--- src/rtl/triple_counter_seq.sv ---
// triple_counter_seq: run sequencer for one mod-3 triple_counter.
// Accepts a burst request, clears the counter, issues LEN increment enables
// (with pause/abort), then pulses done and reports how many 2->0 wraps occurred.
// Optional self-check: define TRIPLE_SEQ_CHECK_EN to build a shadow mod-3 model
// that raises a sticky err when the observed count diverges from it.
module triple_counter_seq #(
  parameter int LEN_W = 8
) (
  input  logic             clk,
  input  logic             rst,
  input  logic             start,
  input  logic [LEN_W-1:0] len,
  input  logic             pause,
  input  logic             abort,
  input  logic [1:0]       count,
  output logic             cnt_clr,
  output logic             cnt_en,
  output logic             busy,
  output logic             done,
  output logic [LEN_W-1:0] wraps,
  output logic             err
);

  typedef enum logic [1:0] {
    IDLE  = 2'd0,
    CLEAR = 2'd1,
    RUN   = 2'd2,
    DONE  = 2'd3
  } state_t;

  localparam logic [LEN_W-1:0] ONE       = LEN_W'(1);
  localparam logic [LEN_W-1:0] ZERO      = '0;
  localparam logic [LEN_W-1:0] WRAPS_MAX = '1;

  state_t           state_reg;
  logic [LEN_W-1:0] remaining_reg;
  logic             start_accept;

  // A start only counts when the sequencer is idle; busy/DONE starts are dropped.
  assign start_accept = (state_reg == IDLE) && start;

  // Increment enable is combinational so abort/pause act in the same cycle;
  // abort has priority over pause, pause over the enable itself.
  assign cnt_en = (state_reg == RUN) & ~pause & ~abort;

  // Main FSM with registered cnt_clr/busy/done, burst countdown and wrap counter.
  always_ff @(posedge clk or posedge rst) begin
    if (rst) begin
      state_reg     <= IDLE;
      remaining_reg <= ZERO;
      wraps         <= ZERO;
      cnt_clr       <= 1'b0;
      busy          <= 1'b0;
      done          <= 1'b0;
    end else begin
      cnt_clr <= 1'b0;
      done    <= 1'b0;
      case (state_reg)
        IDLE: begin
          if (start) begin
            wraps <= ZERO;
            if (len != ZERO) begin
              state_reg     <= CLEAR;
              remaining_reg <= len;
              cnt_clr       <= 1'b1;
              busy          <= 1'b1;
            end else begin
              // Empty burst: skip the counter entirely and report completion.
              state_reg <= DONE;
              done      <= 1'b1;
              busy      <= 1'b0;
            end
          end
        end
        CLEAR: begin
          if (abort) begin
            state_reg <= IDLE;
            busy      <= 1'b0;
          end else begin
            state_reg <= RUN;
          end
        end
        RUN: begin
          if (abort) begin
            state_reg <= IDLE;
            busy      <= 1'b0;
          end else if (cnt_en) begin
            remaining_reg <= remaining_reg - ONE;
            // The counter is at 2 and about to step to 0: that is one wrap.
            if ((count == 2'd2) && (wraps != WRAPS_MAX)) begin
              wraps <= wraps + ONE;
            end
            if (remaining_reg == ONE) begin
              state_reg <= DONE;
              busy      <= 1'b0;
              done      <= 1'b1;
            end
          end
        end
        DONE: begin
          state_reg <= IDLE;
        end
        default: begin
          state_reg <= IDLE;
          busy      <= 1'b0;
        end
      endcase
    end
  end

`ifdef TRIPLE_SEQ_CHECK_EN
  logic [1:0] exp_reg;

  // Shadow mod-3 model of the counter: follows cnt_clr and cnt_en exactly.
  always_ff @(posedge clk or posedge rst) begin
    if (rst) begin
      exp_reg <= 2'd0;
    end else if (state_reg == CLEAR) begin
      exp_reg <= 2'd0;
    end else if (cnt_en) begin
      exp_reg <= (exp_reg == 2'd2) ? 2'd0 : exp_reg + 2'd1;
    end
  end

  // Sticky mismatch flag: set on any RUN-cycle divergence, cleared by a new accepted start.
  always_ff @(posedge clk or posedge rst) begin
    if (rst) begin
      err <= 1'b0;
    end else if (start_accept) begin
      err <= 1'b0;
    end else if ((state_reg == RUN) && ((count != exp_reg) || (count == 2'd3))) begin
      err <= 1'b1;
    end
  end
`else
  logic unused_start_accept;
  assign unused_start_accept = start_accept;
  assign err = 1'b0;
`endif

endmodule

--- config.mk ---
export PLATFORM = sky130hd
export DESIGN_NAME = triple_counter_seq
export DESIGN_NICKNAME = d
export VERILOG_FILES = /design/src/rtl/triple_counter_seq.sv
export SDC_FILE = /design/constraint.sdc
export NUM_CORES = 1
export LEC_CHECK = 0
export CORE_MARGIN = 5
export CORE_UTILIZATION = 56
export DETAILED_ROUTE_END_ITERATION = 8
export GPL_TIMING_DRIVEN = 0
export HOLD_SLACK_MARGIN = 0.05
export PLACE_DENSITY = 0.85
export SYNTH_ARGS = -nofsm -noshare
export SYNTH_HDL_FRONTEND = slang
export SYNTH_SLANG_ARGS = --single-unit
--- constraint.sdc ---
create_clock -name clk -period 2.9 [get_ports clk]
set_clock_uncertainty 0.15 [all_clocks]
set_input_delay 0.29 -clock clk [delete_from_list [all_inputs] [get_ports clk]]
set_output_delay 0.29 -clock clk [all_outputs]
set_load 0.03 [all_outputs]
==> impl_metrics.yaml <==
synth:
  synth_top_cell_by_area: "dfrtp_1"
  synth_compound_area_share_pct: 25.88
  synth_top_area_share_pct: 35.29
  synth_area_mm2: 0.001489
  synth-edff-count: 0
  synth_cell_types: 52
  synthArstFlopShare_pct: 100.0
  synthXorXnorAreaFrac_pct: 0
  synth.mux.area_fraction_pct: 2.101
  synthFlopType: "dfrtp_1"
  synth_cells: 160
  synth-seq-cells: 21
  synth-seq-area-share_pct: 35.29
  yosys.area_share.simple_pct: 22.77
  yosys-top-cells-area: "dfrtp_1 (35%), ha_1 (6.7%), o21ai_0 (4.7%)"
  synth.avg_cell_area_um2: 9.306
  syn_nets: 183
  synth_adder_area_share_pct: 6.723
  ys_warn_count: 0
  synth_top_family_by_area: "compound AO/OA/AOI/OAI gates"
cells_and_area:
  drive_above_1_share_pct: 14.21
  synthToLayoutAreaGrowth_pct: 21.51
  finalNetCount: 214
  final_area_mm2: 0.001809
  n_antenna_cell: 0
  final_cells: 220
placement:
  placedCellCount: 216
  place.gp.congestion: 0.9212
  portBuffers: 26
  place_hpwl_mm: 2.791
  dpl_cell_area_mm2: 0.001787
sta:
  rsz0062_at_grt: "false"
  setup-tns-final_ns: 0
  slew_headroom_pct: 44.72
  setup_viol: 0
  hold_viol: 0
  post-route-period-util_pct: 92.16
  period_needed_ns: 2.673
  worst_pin_slew_ns: 0.8283
  final_max_slew_viol_count: 0
  fmax_ghz: 0.3742
clocking:
  root_buffer: "clkbuf_4"
  ctsHoldBuffers: 0
  cts_tree: "done"
  h-tree-depth: 1
  cts-buffers-inserted: 3
  cts_setup_buffers: 0
  cts.path.max_buffers: 2
  clock-sinks: 21
  clk_latency_ns: 0.30
  clk_pin_slew_worst_paths_ns: 0.13
  cts_repair_resize_count: 1
route:
  antenna_left: 0
  vias: 1386
  firstDrtPassIters: 4
  detail_route.wl_per_cell_um: 16.94
  first_iter_violations: 50
  drc_errors: 0
  via_per_inst: 6.300
  wl_mm: 3.726
grt:
  grt_pass1_vias: 1368
  grt_max_degree: 22
  grt_pass1_wl_mm: 6.258
  grt-ovfl-total: 0
  track_usage_pct: 22.05
  antenna_found_initial: 0
die:
  std_cell_rows: 18
  die_y_um: 61.57
  core_area_mm2: 0.002500
  die_area_mm2: 0.003790
  initial_core_util_pct: 59.56
  ios: 28
  die_width_um: 61.57
power:
  p_leak_nw: 0.7296
  irDropWorstVdd_mv: 0.6022
  power_mw: 1.504
  power_density_mw_per_mm2: 831.1
critical_path:
  worst-path-buf-inv: 5
  cpMaxStageDelayCell: "dfrtp_1"
  critPathTopFamily: "buffers and inverters"
  path_cells: "inv_1, ha_1, buf_6, buf_2, buf_2, nand2_1, nor2_1, clkbuf_2"
  cp_common_cell: "buf_2"
  crit_type: "register to primary output"
  cp_slowest_stage_delay_ns: 0.44
  required_ns: 2.46
  critPathMaxFanout: 10
  startpoint_type: "register"
  crit_path_end_kind: "primary output"
  arrival_ns: 2.23
job:
  maxCapViolCount: 0
hold_path:
  hp-class: "input port to async pin"
status:
  status: "completed"
==> stage by stage <==
| step | hold WS (ns) | worst slack [ns] | utilization [%] |
|---|---|---|---|
| after floorplan | 0.1165 | 0.7204 | - |
| after global placement | 0.3734 | 0.1538 | 71.47 |
| after detailed placement | 0.3644 | 0.1209 | 71.47 |
| after CTS | 0.3189 | 0.04557 | 72.52 |
| after global routing | 0.3588 | 0.08721 | 72.37 |
| final | 0.2797 | 0.2275 | 72.37 |
==> cell type report <==
class,count,area (µm²)
Clock inverter,1,5.005
Tap cell,30,37.54
Clock buffer,3,22.52
Buffer,11,73.82
Inverter,8,30.03
Multi-Input combinational cell,120,859.6
Sequential cell,21,525.5
Fill cell,172,690.7
Timing Repair Buffer,26,255.2
==> Yosys cell counts, types with 2 or more instances <==
master,instances
a21oi_1,8
a31oi_1,4
and3_1,3
buf_2,5
buf_6,3
clkbuf_1,2
dfrtp_1,21
ha_1,8
inv_1,8
mux2i_1,2
nand2_1,12
nand2b_1,6
nand3_1,11
nand3b_1,3
nand4_1,3
nor2_1,3
nor4_1,3
o211ai_1,3
o21ai_0,14
o21ai_2,2
o22ai_1,2
o2bb2ai_1,2
o31ai_1,2
or3b_2,2
==> placed cells by master (no fill, tap or decap), types with 2 or more instances in the layout <==
cell type and instances:
clkbuf_1 2, o21ai_2 2, nor2_1 3, o211ai_1 3
nand3b_1 3, nand3_1 11, o21ai_0 14, o22ai_1 2
inv_1 8, clkdlybuf4s50_1 25, a21oi_1 8, nand2b_1 6
or3b_2 2, clkbuf_4 3, nor4_1 3, a31oi_1 4
ha_1 8, dfrtp_1 21, nand4_1 3, and3_1 3
o2bb2ai_1 2, o31ai_1 2, buf_2 5, nand2_1 12
buf_6 3, mux2i_1 2
==> cell families (layout without fill, tap and decap cells) <==
group,count (synthesis),after routing
AOI/OAI and AO/OA,51,51
adders and majority gates,8,8
buffers and inverters,19,49
DFF,21,21
muxes,3,3
other,1,1
and+or+nand+nor,57,57
==> report_power, final <==
group / switching (mW) / internal, mW / total [mW]
Sequential: 0.0918 / 0.384 / 0.476
Combinational: 0.511 / 0.371 / 0.882
Clock: 0.0947 / 0.0514 / 0.146
==> layer usage <==
metal | routed length, µm | part of all wire (%) | global-route usage [%]
met1 | 1618 | 43 | 29.99
met2 | 1799 | 48 | 35.72
met3 | 270 | 7.2 | 3.354
met4 | 37 | 0.99 | 7.576
met5 | 0 | 0 | 0
==> path summary, 6_finish.rpt <==
check	end	slack (ns)	cells past startpoint	from
worst max-delay path	cnt_en	0.23	8	state_reg[0]
worst min register to register	busy	0.39	1	busy
worst min-delay path	remaining_reg[5]	0.28	2	rst
min in group clk	busy	0.39	1	busy
max in group asynchronous	remaining_reg[7]	1.81	2	rst
worst max register to register	wraps[5]	0.83	7	state_reg[0]
(Power assumes the default switching activity.)
